<file path="src/rtl/stream_mux_n.sv">
// stream_mux_n: NUM_IN-to-1 valid/ready stream multiplexer with fixed or round-robin
// arbitration and a registered output stage. Optional stall counter: STREAM_MUX_N_STALL_CNT_EN.
module stream_mux_n #(
  parameter int DATA_WIDTH = 32,
  parameter int NUM_IN     = 5,
  parameter int SEL_WIDTH  = 3
) (
  input  logic                         clk,
  input  logic                         rst_n,
  input  logic [NUM_IN*DATA_WIDTH-1:0] in_data,
  input  logic [NUM_IN-1:0]            in_valid,
  output logic [NUM_IN-1:0]            in_ready,
  input  logic                         mode,
  input  logic [SEL_WIDTH-1:0]         sel,
  output logic [DATA_WIDTH-1:0]        out_data,
  output logic                         out_valid,
  input  logic                         out_ready,
  output logic [SEL_WIDTH-1:0]         out_chan
`ifdef STREAM_MUX_N_STALL_CNT_EN
  ,
  output logic [15:0]                  stall_cnt
`endif
);

  localparam logic [SEL_WIDTH-1:0] LAST_IDX = SEL_WIDTH'(NUM_IN - 1);
  localparam logic [SEL_WIDTH-1:0] ONE_IDX  = SEL_WIDTH'(1);

  logic [DATA_WIDTH-1:0] out_data_r;
  logic                  out_valid_r;
  logic [SEL_WIDTH-1:0]  out_chan_r;
  logic [SEL_WIDTH-1:0]  rr_ptr_r;

  logic                  load_s;
  logic                  any_valid_s;
  logic                  xfer_s;
  logic                  found_s;
  logic                  hit_s;
  logic [NUM_IN-1:0]     grant_s;
  logic [SEL_WIDTH-1:0]  grant_idx_s;
  logic [SEL_WIDTH-1:0]  rr_next_s;
  logic [DATA_WIDTH-1:0] grant_data_s;

  // Channel index reached by stepping off channels upward from base, wrapping at NUM_IN.
  function automatic int wrap_idx(input int base, input int off);
    return (base + off >= NUM_IN) ? (base + off - NUM_IN) : (base + off);
  endfunction

  assign load_s      = !out_valid_r || out_ready;
  assign any_valid_s = |in_valid;

  // Grant selection: fixed index or first valid channel at/after rr_ptr.
  always_comb begin
    grant_s     = '0;
    grant_idx_s = '0;
    found_s     = 1'b0;
    hit_s       = 1'b0;
    if (!mode) begin
      if ((sel <= LAST_IDX) && any_valid_s) begin
        grant_s[sel] = 1'b1;
        grant_idx_s  = sel;
        found_s      = 1'b1;
      end else begin
        grant_s     = '0;
        grant_idx_s = '0;
      end
    end else begin
      for (int k = 0; k < NUM_IN; k++) begin
        hit_s   = !found_s && in_valid[wrap_idx(int'(rr_ptr_r), k)];
        found_s = found_s | hit_s;
        grant_s[wrap_idx(int'(rr_ptr_r), k)] = hit_s;
        grant_idx_s = hit_s ? SEL_WIDTH'(wrap_idx(int'(rr_ptr_r), k)) : grant_idx_s;
      end
    end
  end

  // One-hot data select for the granted channel.
  always_comb begin
    grant_data_s = '0;
    for (int k = 0; k < NUM_IN; k++) begin
      grant_data_s = grant_data_s | (grant_s[k] ? in_data[k*DATA_WIDTH +: DATA_WIDTH] : '0);
    end
  end

  // Ready is withheld during reset so no word is consumed and then discarded.
  assign in_ready  = (rst_n && load_s) ? grant_s : '0;
  assign xfer_s    = |(in_valid & in_ready);
  assign rr_next_s = (grant_idx_s == LAST_IDX) ? '0 : (grant_idx_s + ONE_IDX);

  // Output register stage and round-robin pointer.
  always_ff @(posedge clk or negedge rst_n) begin
    if (!rst_n) begin
      out_data_r  <= '0;
      out_valid_r <= 1'b0;
      out_chan_r  <= '0;
      rr_ptr_r    <= '0;
    end else begin
      if (load_s) begin
        if (xfer_s) begin
          out_data_r  <= grant_data_s;
          out_chan_r  <= grant_idx_s;
          out_valid_r <= 1'b1;
        end else begin
          out_valid_r <= 1'b0;
        end
      end
      if (xfer_s && mode) begin
        rr_ptr_r <= rr_next_s;
      end
    end
  end

`ifdef STREAM_MUX_N_STALL_CNT_EN
  logic [15:0] stall_cnt_r;

  // Saturating count of cycles the held word is back-pressured.
  always_ff @(posedge clk or negedge rst_n) begin
    if (!rst_n) begin
      stall_cnt_r <= 16'h0000;
    end else if (out_valid_r && !out_ready && (stall_cnt_r != 16'hFFFF)) begin
      stall_cnt_r <= stall_cnt_r + 16'h0001;
    end
  end

  assign stall_cnt = stall_cnt_r;
`endif

  assign out_data  = out_data_r;
  assign out_valid = out_valid_r;
  assign out_chan  = out_chan_r;

endmodule

</file>
<file path="config.mk">
export PLATFORM = sky130hd
export DESIGN_NAME = stream_mux_n
export DESIGN_NICKNAME = d
export VERILOG_FILES = /design/src/rtl/stream_mux_n.sv
export SDC_FILE = /design/constraint.sdc
export NUM_CORES = 1
export LEC_CHECK = 0
export CAP_MARGIN = 20
export CORE_MARGIN = 4
export CORE_UTILIZATION = 38
export DETAILED_ROUTE_END_ITERATION = 10
export PLACE_DENSITY = 0.85
export SLEW_MARGIN = 20
export SYNTH_ARGS = -nofsm -noshare
export SYNTH_HDL_FRONTEND = slang
export SYNTH_SLANG_ARGS = --single-unit
</file>
<file path="constraint.sdc">
create_clock -name clk -period 4.3 [get_ports clk]
set_clock_uncertainty 0.15 [all_clocks]
set_input_delay 0.645 -clock clk [delete_from_list [all_inputs] [get_ports clk]]
set_output_delay 0.645 -clock clk [all_outputs]
set_load 0.01 [all_outputs]
</file>
# After elaboration in Yosys (flattened, before gate mapping)
# Index checks and enable logic that the tools add are counted.
[totals] ff_bits=39 wordCells=117 inputBits=172 output_inout_bits=41
[classes] n_reduce_logical=22 magnitude_cmp=18 mux=53 n_eq_ne=1 bitwise=9 add_sub_neg=10
[op_table] cell="32-bit two-way mux" n=10
[op_table] cell="32-bit by 1-bit >= comparator with 1-bit output (second input constant)" n=5
[op_table] cell="32-bit by 5-bit < comparator with 1-bit output (second input constant)" n=5
[op_table] cell="32-bit by 4-bit >= comparator with 1-bit output (second input constant)" n=4
[op_table] cell="32-bit bitwise OR" n=4
[op_table] cell="32-bit by 4-bit subtractor with 32-bit output (second input constant)" n=4
[op_table] cell="3-bit two-way mux" n=8
[op_table] cell="5-bit bitwise mux" n=4
[op_table] cell="1-bit demux with 3-bit select" n=6
[op_table] cell="1-bit two-way mux" n=17
[op_table] cell="1-bit binary-select mux with 3-bit select" n=5
[op_table] cell="5-bit two-way mux" n=3
[op_table] cell="1-bit logical AND" n=13
[op_table] cell="5-bit AND" n=2
[op_table] cell="5-bit OR reduction" n=2
[op_table] cell="3-bit by 2-bit adder with 4-bit output (second input constant)" n=2
[op_table] cell="1-bit logical NOT" n=5
[op_table] cell="3-bit by 1-bit adder with 4-bit output (second input constant)" n=1
[op_table] cell="3-bit by 3-bit adder with 4-bit output (second input constant)" n=1
[op_table] cell="3-bit by 4-bit < comparator with 1-bit output (second input constant)" n=1
[op_table] cell="3-bit by 3-bit subtractor with 4-bit output (second input constant)" n=1
[op_table] cell="3-bit by 1-bit adder with 3-bit output (second input constant)" n=1
[op_table] cell="3-bit equality test (second input constant)" n=1
[op_table] cell="3-bit by 1-bit >= comparator with 1-bit output (second input constant)" n=1
[op_table] cell="other kinds (5)" n=7

# Depth between registers and ports, before layout
# Gate-level depths: netlist of the first run.
[depth] ltp_word=23 mapped_depth=20 mapped_depth_nobuf=18

# Worst setup path after synthesis of the first run
# OpenSTA, ideal clock, no wires.
[synth_path] path_type="register -> register" from="reg rr_ptr_r[0]" to="reg out_chan_r[2] (netlist: out_chan[2])" required_ps=4025 arrival_ps=4409 path_slack_ps=-384 setup_time_ps=125 period_less_slack_ps=4684 path_stages_with_launch=17 n_path_buf=3 cell_sequence="dfrtp_1 -> clkinv_1 -> clkbuf_1 -> ha_1 -> fa_1 -> a21bo_2 -> buf_6 -> mux2i_4 -> mux2i_1 -> o32a_1 -> o211ai_2 -> o31a_1 -> o31ai_2 -> a221o_1 -> o31ai_4 -> buf_6 -> mux2_2"
[synth_via] elab_chain_len=22 word_cells_on_any_way=86 cone_classes="add/sub: 9; order compare: 15; mux: 42; bitwise: 5; reduce/logical: 15"
[synth_rtl] element="start, declared" line="31" rtl="logic [SEL_WIDTH-1:0] rr_ptr_r;"
[synth_rtl] element="start signal, assigned" line="107" rtl="rr_ptr_r <= rr_next_s;"
[synth_rtl] element="parallel branches: the longest is 22 deep, another holds 32-bit by 4-bit subtractor with 32-bit output"
[synth_rtl] element="end signal, assigned" line="100" rtl="out_chan_r <= grant_idx_s;"
[synth_rtl] element="end, declared" line="30" rtl="logic [SEL_WIDTH-1:0] out_chan_r;"
# Several ways; the timed one is not identified. The select of a mux whose other input is x is not followed.
# A chain may end at the register's enable or synchronous reset.

# Worst setup path after layout of the first run
[layout_path] from="reg rr_ptr_r[1]" to="reg out_data_r[27] (netlist: out_data[27])"
[layout_via] elab_chain_len=23 word_cells_on_any_way=89 cone_classes="add/sub: 9; order compare: 15; mux: 41; bitwise: 9; reduce/logical: 15"
[layout_rtl] element="parallel branches: the longest is 16 deep, another holds 32-bit by 4-bit subtractor with 32-bit output"
[layout_rtl] element="5-bit bitwise mux (*)" line="70" rtl="grant_s[wrap_idx(int'(rr_ptr_r), k)] = hit_s;"
[layout_rtl] element="5-bit two-way mux (*)" line="57" rtl="if (!mode) begin"
[layout_rtl] element="32-bit two-way mux" line="80" rtl="grant_data_s = grant_data_s | (grant_s[k] ? in_data[k*DATA_WIDTH +: DATA_WIDTH] : '0);"
[layout_rtl] element="32-bit bitwise OR (4 in series)" line="80"
[layout_rtl] element="end signal, assigned" line="99" rtl="out_data_r <= grant_data_s;"
[layout_rtl] element="end, declared" line="28" rtl="logic [DATA_WIDTH-1:0] out_data_r;"
# Mark *: on every way between the ends. The select of a mux whose other input is x is not followed.

==> results.sh, run 1 <==
export IMPL_status="finished with violations"
export IMPL_violations="negative setup slack"
export IMPL_grt_overflow=0
export IMPL_ant_nets=0
export IMPL_criticalPathCategory="flop to flop"
export IMPL_worstPathArrival_ns=4.37
export IMPL_synth_warnings=0
export IMPL_slew_violations=0
export IMPL_vias=5885
export IMPL_drc_errors=0
export IMPL_p_total_mw=7.20
export IMPL_clockBufferDepth=2
export IMPL_grt_max_degree=41
export IMPL_cp_cell_sequence="buf_12 -> ha_4 -> fa_2 -> a21bo_4 -> mux2i_4 -> mux2i_2 -> o32a_1 -> o211ai_4 -> o31a_1 -> o31ai_4 -> buf_6 -> a221o_1 -> o31ai_4 -> buf_6 -> buf_16 -> buf_12 -> mux2_4"
export IMPL_hold_class="primary input to asynchronous set/reset pin"
export IMPL_path_clk_slew_ns=0.06
export IMPL_rsz0062_at_grt="yes"
export IMPL_critPathMaxFanout=8
export IMPL_num_rows=39
export IMPL_gp_congestion=0.958
export IMPL_drtIter0Drc=682
export IMPL_hold_viol=0
export IMPL_power_density_nw_per_um2=892
export IMPL_core_um2=11500
export IMPL_ys_flop_type="dfrtp_1"
export IMPL_multi_input_area_um2=3400
export IMPL_synthesis_nets=734
export IMPL_hpwlAfterDp_mm=16.6
export IMPL_dp_slack_ns=-0.172
export IMPL_syn_area_per_cell_um2=8.35
export IMPL_drt_first_pass_iters=7
export IMPL_vias_per_cell=6.03
export IMPL_ir_worst_vdd_uv=548
export IMPL_clkSinkCount=39
export IMPL_end_kind="flop"
export IMPL_drv_cap=0
export IMPL_cp_start_kind="flop"
export IMPL_fin_crit_ns=4.35
export IMPL_required_ns=4.32
export IMPL_fin_ws_ns=-0.0514
export IMPL_synth_top_area_frac=0.218
export IMPL_cts_made_buffers=5
export IMPL_yosys_top_cells_area="dfrtp_1 (22%), mux2_2 (8.0%), a222oi_1 (7.4%), ha_1 (6.7%), inv_1 (6.4%)"
export IMPL_cts_root_buffer="clkbuf_16"
export IMPL_slew_headroom=0.628
export IMPL_fill_cells=841
export IMPL_initial_core_util=0.391
export IMPL_synth_edff_count=0
export IMPL_grt_pass1_vias=5836
export IMPL_drive_gt1_frac=0.262
export IMPL_die_w_um=117
export IMPL_io_pins=213
export IMPL_finalSetupTns_ns=-1.14
export IMPL_die_y_um=117
export IMPL_synth_cell_types=72
export IMPL_grt_usage=0.290
export IMPL_fin_nets=1029
export IMPL_clock_fmax_mhz=230
export IMPL_syn_inst=537
export IMPL_cp_slowest_cell="dfrtp_2"
export IMPL_wirelength_mm=21.6
export IMPL_htreeDepth=2
export IMPL_whs_ns=0.296
export IMPL_antenna_found_initial=0
export IMPL_yosysTopAreaCell="dfrtp_1"
export IMPL_period_share=1.01
export IMPL_ys_seq_elements=39
export IMPL_yosysSeqAreaShare=0.218
export IMPL_insertion_delay_ns=0.28
export IMPL_worst_slew_pin_transition_ns=0.558
export IMPL_grt_pass1_wl_mm=30.6
export IMPL_slowest_delay_ns=0.44
export IMPL_tritoncts="yes"
export IMPL_register_area_um2=977
export IMPL_wire_per_inst_um=22.2
export IMPL_syn_area_um2=4480
export IMPL_io_buffers=212
export IMPL_syn_to_final_growth_pct=80.0
export IMPL_p_leak_nw=3.60
export IMPL_setup_viol=38
export IMPL_dieArea_um2=13600
export IMPL_postSynth_asyncResetShare=1.00
registers in the layout, summed over array words and instances (netlist names):
| register | flops |
|---|---|
| rr_ptr_r | 3 |
| out_valid | 1 |
| out_chan | 3 |
| out_data | 32 |
routing by layer:
metal  GRT usage  vias to the layer above  wire, um
met4       0.123                        0       963
met5           0                        -         0
met1       0.340                     2801      8060
met2       0.508                      371     10800
met3      0.0653                       76      1810
li1            -                     2637         -
timing repair:
| action | CTS | global route |
|---|---|---|
| pin swaps | 3 | 10 |
| endpoints found under the setup margin | 42 | 44 |
| buffers inserted | 16 | 7 |
| resized for setup | 38 | 55 |
| hold buffers | 0 | 0 |
| gates cloned | 1 | 0 |
layout by cell type (no fill, tap or decap), drive strengths merged, types with 4 or more instances in the layout:
| cell | instances |
|---|---|
| clkdlybuf4s50 | 206 |
| buf | 115 |
| inv | 74 |
| dfrtp | 39 |
| mux2 | 37 |
| a222oi | 33 |
| o221ai | 32 |
| nor2 | 28 |
| nand2 | 25 |
| ha | 24 |
| a21oi | 23 |
| o21ai | 17 |
| mux2i | 11 |
| nand3 | 10 |
| nor2b | 10 |
| nor3 | 10 |
| and2 | 9 |
| a211oi | 8 |
| clkbuf | 7 |
| a21o | 6 |
| nand2b | 6 |
| o211ai | 6 |
| or2 | 6 |
| nand4 | 5 |
| and3 | 5 |
| xnor2 | 5 |
| a31oi | 5 |
| a32oi | 4 |
| nor4 | 4 |
| o22ai | 4 |
critical path, delay by kind of cell, from the launching register on:
kind | cells | cell delay, ns
mux | 3 | 0.70
compound gates | 7 | 1.73
flops | 1 | 0.44
buf+inv | 5 | 0.65
fa+ha+maj | 2 | 0.53
cells in the mapped netlist, drive strengths merged, types with 3 or more instances:
cell type / instances
nor3: 10
inv: 76
nand4: 5
a21oi: 23
a222oi: 33
o31a: 3
o211ai: 6
o21ai: 17
or2: 6
mux2: 37
xnor2: 5
a221o: 3
buf: 12
a32oi: 4
a22oi: 3
and3: 5
o221ai: 32
o31ai: 3
and2: 9
nor2b: 10
nand3: 10
a31oi: 5
nor2: 28
nand2b: 6
dfrtp: 39
nand3b: 3
mux2i: 11
nand2: 25
a41oi: 3
clkbuf: 25
a21o: 6
nor4: 4
o22ai: 4
a211oi: 8
ha: 24
stage by stage:
stage | util | instance area (um2) | instances
detailed placement | 0.641 | 7350 | 944
floorplan | - | 4560 | 537
CTS | 0.681 | 7810 | 968
finish | 0.704 | 8070 | 976
global route | 0.704 | 8070 | 975
global placement | 0.641 | 7350 | 944
cells by family after synthesis:
| group | Yosys count | share of synthesized area |
|---|---|---|
| muxes | 50 | 0.130 |
| buffers and inverters | 115 | 0.105 |
| other | 1 | 0.000836 |
| xor gates and xnor gates | 6 | 0.0117 |
| AOI/OAI and AO/OA | 176 | 0.319 |
| DFF | 39 | 0.218 |
| and+or+nand+nor | 125 | 0.144 |
| adders and majority gates | 25 | 0.0714 |
layout make-up:
type | count | share of cell area
Sequential cell | 39 | 0.121
Multi-Input combinational cell | 383 | 0.422
Tap cell | 143 | 0.0222
Antenna cell | 1 | 0.000310
Inverter | 78 | 0.0374
Timing Repair Buffer | 325 | 0.378
Clock buffer | 6 | 0.0160
Clock inverter | 1 | 0.00372
power by group:
| group | switching, mW | leakage (nW) | internal [mW] |
|---|---|---|---|
| clock network | 0.146 | 0.0769 | 0.271 |
| registers | 0.112 | 0.489 | 0.543 |
| logic | 3.10 | 3.04 | 3.03 |
| total | 3.36 | 3.60 | 3.84 |
path summary, 6_finish.rpt:
check / startpoint / endpoint / slack, ns / depth (start not counted)
hold / removal: rst_n / out_data[24]$_DFFE_PN0P_ / 0.30 / 2
hold reg to reg: out_data[28]$_DFFE_PN0P_ / out_data[28]$_DFFE_PN0P_ / 0.36 / 1
setup reg to reg: rr_ptr_r[1]$_DFFE_PN0P_ / out_data[27]$_DFFE_PN0P_ / -0.05 / 17
setup / recovery: rr_ptr_r[1]$_DFFE_PN0P_ / out_data[27]$_DFFE_PN0P_ / -0.05 / 17
min in group clk: out_data[28]$_DFFE_PN0P_ / out_data[28]$_DFFE_PN0P_ / 0.36 / 1
max in group asynchronous: rst_n / rr_ptr_r[1]$_DFFE_PN0P_ / 3.30 / 2
Power figures use the tool's default switching activity.
==> run 2, diff against run 1 <==
- CORE_UTILIZATION: 38 -> 42
- PLACE_DENSITY: 0.85 -> 0.89
- clock period: 4.3 -> 4.56 ns (I/O delays scaled with it)
==> run 2 against run 1 <==
Net effect:
- the flow now finishes without violations
- register-to-register slack improved by 0.32 ns
- count of clock-buffer cells in the layout is 1 lower
- sequential share of layout area up 1.4 points
- total power is 23% lower
- cell count is 7.0% lower
==> results.sh, run 2 (synthesized netlist as in run 1, its figures left out) <==
export IMPL_status="complete, no violations"
export IMPL_worst_slew_pin_transition_ns=0.589
export IMPL_ir_worst_vdd_uv=368
export IMPL_design_area_um2=7220
export IMPL_drv_cap=0
export IMPL_cts_root_buffer="clkbuf_8"
export IMPL_fill_cells=812
export IMPL_core_um2=10400
export IMPL_slowest_delay_ns=0.38
export IMPL_cts_made_buffers=5
export IMPL_layout_common_cells="clkdlybuf4s50_1 (206), inv_1 (74), buf_4 (50)"
export IMPL_fin_crit_ns=4.38
export IMPL_grt_overflow=0
export IMPL_drt_first_pass_iters=6
export IMPL_num_rows=37
export IMPL_crit_buf_inv=2
export IMPL_grt_usage=0.299
export IMPL_clockBufferDepth=2
export IMPL_critPathMaxFanout=7
export IMPL_drive_gt1_frac=0.174
export IMPL_path_clk_slew_ns=0.09
export IMPL_largest_register_ffs=32
export IMPL_drtIter0Drc=552
export IMPL_ff2ff_setup_slack_ns=0.27
export IMPL_ant_nets=0
export IMPL_setup_viol=0
export IMPL_r2r_end="out_chan[2]$_DFFE_PN0P_"
export IMPL_period_share=0.961
export IMPL_wirelength_mm=19.5
export IMPL_timing_rr_start="rr_ptr_r[1]$_DFFE_PN0P_"
export IMPL_insertedDiodeCount=0
export IMPL_hold_class="primary input to asynchronous set/reset pin"
export IMPL_io_pins=213
export IMPL_cp_start_kind="flop"
export IMPL_vias=5541
export IMPL_clock_fmax_mhz=228
export IMPL_worstPathArrival_ns=3.55
export IMPL_fin_nets=968
export IMPL_dieArea_um2=12400
export IMPL_critPathTopFamily="compound AO/OA/AOI/OAI gates"
export IMPL_grt_max_degree=41
export IMPL_p_leak_nw=3.10
export IMPL_whs_ns=0.319
export IMPL_antenna_found_initial=0
export IMPL_syn_to_final_growth_pct=60.9
export IMPL_slew_headroom=0.603
export IMPL_required_ns=3.73
export IMPL_mostFrequentLayoutCell="clkdlybuf4s50_1"
export IMPL_die_y_um=111
export IMPL_initial_core_util=0.432
export IMPL_reg2reg_depth=15
export IMPL_die_w_um=111
export IMPL_tritoncts="yes"
export IMPL_htreeDepth=2
export IMPL_end_kind="output pin"
export IMPL_drc_errors=0
export IMPL_criticalPathCategory="flop to output pin"
export IMPL_vias_per_cell=6.10
export IMPL_cp_slowest_cell="fa_1"
export IMPL_hold_viol=0
export IMPL_cp_cell_sequence="clkinv_2 -> ha_1 -> fa_1 -> a21bo_4 -> mux2i_4 -> mux2i_2 -> o32ai_2 -> o211a_4 -> or2_2 -> a31oi_2 -> a21o_1 -> nor2_1 -> dlygate4sd2_1"
export IMPL_gp_congestion=1.03
export IMPL_insertion_delay_ns=0.29
export IMPL_grt_pass1_vias=5746
export IMPL_clkSinkCount=39
export IMPL_placed_area_um2=7010
export IMPL_hpwlAfterDp_mm=15.8
export IMPL_finalSetupTns_ns=0
export IMPL_grt_pass1_wl_mm=30.2
export IMPL_power_density_nw_per_um2=769
export IMPL_p_total_mw=5.55
export IMPL_wire_per_inst_um=21.5
export IMPL_io_buffers=212
export IMPL_slew_violations=0
## run 2: changes by cell type in the layout (fill, tap and decap cells not counted), moves of 3 or more
cell and change:
buf_4 -51, mux2_4 -31, mux2_2 +27, buf_6 -7, clkbuf_16 -5, clkbuf_8 +5
ha_1 +4, mux2_1 +4, a21oi_1 +3
## run 2: per-layer routing
metal / vias to the layer above / track usage / share of wire
met1: 2663 / 0.368 / 0.38
met2: 314 / 0.528 / 0.50
met5: - / 0 / 0
met3: 58 / 0.0408 / 0.078
met4: 0 / 0.120 / 0.042
li1: 2506 / - / -
## run 2: worst register-to-register path: stages, from the launching register on
cell,delay [ns]
dfrtp_1,0.39
inv_2,0.09
buf_4,0.15
ha_1,0.34
a21bo_4,0.26
buf_4,0.16
xnor2_1,0.44
nand2b_1,0.22
a21o_1,0.17
o21ai_0,0.14
a31oi_1,0.27
o32ai_1,0.14
a221o_1,0.37
o31ai_4,0.32
buf_12,0.22
mux2_2,0.36
## run 2: timing repair
item,in CTS,in global routing
pin swaps,3,1
resized for setup,16,12
setup buffers,2,0
hold buffers,0,0
endpoints found under the hold margin,0,0
endpoints found under the setup margin,5,5
## run 2: layout make-up
type                       count  area, um2  share of cell area
tap                          136        170              0.0236
inverter                      78        294              0.0407
clock buffer                   5       68.8             0.00954
multi-input combinational    383       3160               0.438
sequential                    39        976               0.135
timing repair buffer         264       2530               0.350
clock inverter                 3       23.8             0.00329
## run 2: worst max path at each step
stage,startpoint,endpoint,slack [ns],cells after the start
2_1_floorplan,rr_ptr_r[0]$_DFFE_PN0P_,out_chan[2]$_DFFE_PN0P_,0.07,16
3_3_place_gp,in_valid[0],in_ready[1],0.05,11
3_5_place_dp,in_valid[0],in_ready[1],0.008,11
4_1_cts,rr_ptr_r[1]$_DFFE_PN0P_,in_ready[1],0.13,15
5_1_grt,rr_ptr_r[1]$_DFFE_PN0P_,in_ready[1],-0.03,13
6_report,rr_ptr_r[0]$_DFFE_PN0P_,in_ready[3],0.18,13
## run 2: metrics by stage
stage           util  std cells  worst slack, ns
6_report       0.696        908            0.179
5_1_grt        0.696        908          -0.0303
4_1_cts        0.691        908            0.135
3_5_place_dp   0.676        898          0.00769
3_3_place_gp   0.676        898           0.0459
2_1_floorplan      -        537           0.0665
## run 2: power breakdown
part           total, mW  switching, mW  internal, mW  leakage (nW)
Combinational       4.70           2.57          2.13          2.56
Clock              0.256          0.146         0.110        0.0408
Sequential         0.596         0.0871         0.509         0.490
==> run 3, diff against run 2 <==
- CORE_UTILIZATION: 42 -> 46
- PLACE_DENSITY: 0.89 -> 0.95
- clock period: 4.56 -> 5.4 ns (I/O delays scaled with it)
==> run 3 against run 2 <==
Net effect:
- routed wire length shrank 0.73%
- die area shrank 8.1%
- count of clock-buffer cells in the layout is the same
- sequential share of layout area grew 0.59 points
- worst hold slack gained 0.041 ns
- non-clock buffer count shrank 28
- core utilization grew 4.2 points
- combinational power shrank 22%
- first-iteration DRC count grew 13%
- critical path depth shrank 1
==> results.sh, run 3 (synthesized netlist as in run 1, its figures left out) <==
export IMPL_gp_congestion=0.969
export IMPL_syn_to_final_growth_pct=54.2
export IMPL_critPathLaunch="rr_ptr_r[0]$_DFFE_PN0P_"
export IMPL_drc_errors=0
export IMPL_whs_endpoint="out_data[20]$_DFFE_PN0P_"
export IMPL_reg2reg_depth=14
export IMPL_insertion_delay_ns=0.30
export IMPL_end_kind="output pin"
export IMPL_io_buffers=212
export IMPL_drtIter0Drc=624
export IMPL_largest_register_ffs=32
export IMPL_cp_start_kind="flop"
export IMPL_fin_nets=940
export IMPL_wirelength_mm=19.4
export IMPL_cts_resized_gates=0
export IMPL_dp_slack_ns=0.436
export IMPL_ff2ff_setup_slack_ns=0.51
export IMPL_worstPathArrival_ns=4.24
export IMPL_grt_pass1_vias=5530
export IMPL_dieArea_um2=11400
export IMPL_period_share=0.963
export IMPL_vias=5499
export IMPL_grt_overflow=0
export IMPL_num_rows=35
export IMPL_worstHoldPathCells=1
export IMPL_vias_per_cell=6.30
export IMPL_p_total_mw=4.41
export IMPL_required_ns=4.44
export IMPL_ant_nets=0
export IMPL_antenna_found_initial=0
export IMPL_tritoncts="yes"
export IMPL_slew_headroom=0.511
export IMPL_utilization=0.738
export IMPL_post_layout_nonfiller_instances=873
export IMPL_mostFrequentLayoutCell="clkdlybuf4s50_1"
export IMPL_cts_root_buffer="clkbuf_8"
export IMPL_whs_ns=0.360
export IMPL_initial_core_util=0.479
export IMPL_critPathMaxFanout=10
export IMPL_criticalPathCategory="flop to output pin"
export IMPL_layout_common_cells="clkdlybuf4s50_1 (211), inv_1 (75), dfrtp_1 (39)"
export IMPL_setup_viol=0
export IMPL_worst_slew_pin_transition_ns=0.725
export IMPL_grt_usage=0.333
export IMPL_power_density_nw_per_um2=638
export IMPL_fin_ws_ns=0.200
export IMPL_cp_cell_sequence="clkinvlp_4 -> ha_1 -> fa_1 -> a21bo_2 -> mux2i_4 -> mux2i_1 -> o32ai_1 -> o211a_1 -> nor2_1 -> o31ai_4 -> and2_1 -> clkdlybuf4s50_1"
export IMPL_grt_pass1_wl_mm=29.8
export IMPL_dpl_cell_count=865
export IMPL_hp_start="out_data[20]$_DFFE_PN0P_"
export IMPL_insertedDiodeCount=0
export IMPL_drive_gt1_frac=0.121
export IMPL_grt_max_degree=41
export IMPL_hold_class="flop to flop"
export IMPL_io_pins=213
export IMPL_die_y_um=107
export IMPL_core_um2=9370
export IMPL_p_leak_nw=2.94
export IMPL_cts_made_buffers=5
export IMPL_status="complete, no violations"
export IMPL_hold_viol=0
export IMPL_clkSinkCount=39
export IMPL_slew_violations=0
export IMPL_wire_per_inst_um=22.2
export IMPL_fill_cells=669
export IMPL_clock_fmax_mhz=192
export IMPL_htreeDepth=2
export IMPL_clockBufferDepth=2
export IMPL_timing_rr_start="rr_ptr_r[0]$_DFFE_PN0P_"
export IMPL_cp_slowest_cell="clkdlybuf4s50_1"
export IMPL_cts_setup_buffers=0
export IMPL_r2r_end="out_data[1]$_DFFE_PN0P_"
export IMPL_path_clk_slew_ns=0.08
export IMPL_fin_crit_ns=5.20
export IMPL_ir_worst_vdd_uv=253
export IMPL_drv_cap=0
export IMPL_drt_first_pass_iters=8
export IMPL_slowest_delay_ns=0.55
export IMPL_cts_hold_buf=0
export IMPL_hpwlAfterDp_mm=15.5
export IMPL_die_w_um=107
run 3: changes by cell type in the layout (fill, tap and decap cells not counted), moves of 2 or more:
| cell | previous run | this run |
|---|---|---|
| clkdlybuf4s50_1 | 206 | 211 |
| nor3_1 | 7 | 9 |
| nor3_2 | 2 | 0 |
| a21oi_1 | 20 | 22 |
| ha_2 | 4 | 1 |
| inv_2 | 2 | 0 |
| buf_4 | 50 | 24 |
| ha_1 | 19 | 23 |
| dlygate4sd2_1 | 5 | 0 |
| buf_12 | 2 | 0 |
| a21oi_2 | 3 | 1 |
run 3: metal layers:
layer / wire length (um) / global-route usage
met4: 815 / 0.144
met1: 7240 / 0.405
met2: 9700 / 0.577
met3: 1610 / 0.0560
met5: 0 / 0
run 3: where the power goes:
| group | total (mW) | internal, mW | switching [mW] |
|---|---|---|---|
| logic | 3.65 | 1.57 | 2.08 |
| registers | 0.513 | 0.430 | 0.0828 |
| clock network | 0.249 | 0.138 | 0.111 |
run 3: cell type report:
class	count	area (um2)	share of cell area
multi-input combinational	383	3070	0.444
clock buffer	5	68.8	0.00995
clock inverter	3	43.8	0.00633
tap	129	161	0.0233
timing repair buffer	236	2300	0.332
sequential	39	976	0.141
inverter	78	300	0.0434
run 3: worst max-delay path by stage:
stage | slack [ns] | end
after global routing | -0.01 | in_ready[1]
after global placement | 0.50 | in_ready[3]
after floorplan | 0.70 | in_ready[1]
after CTS | 0.10 | in_ready[2]
final | 0.20 | in_ready[2]
after detailed placement | 0.44 | in_ready[3]
run 3: worst max-delay path, delay by kind of cell (launching register included):
family / cells / cell delay, ns
AND/OR/NAND/NOR: 2 / 0.28
multiplexers: 2 / 0.43
AO/OA/AOI/OAI: 4 / 1.36
flip-flops: 1 / 0.39
buffers and inverters: 2 / 0.77
adder cells (fa/ha/maj): 2 / 0.70
run 3: per-stage QoR:
stage	area (um2)	TNS, ns
floorplan	4480	0
global placement	6780	0
detailed placement	6780	0
CTS	6900	0
global route	6910	-0.0132
finish	6910	0
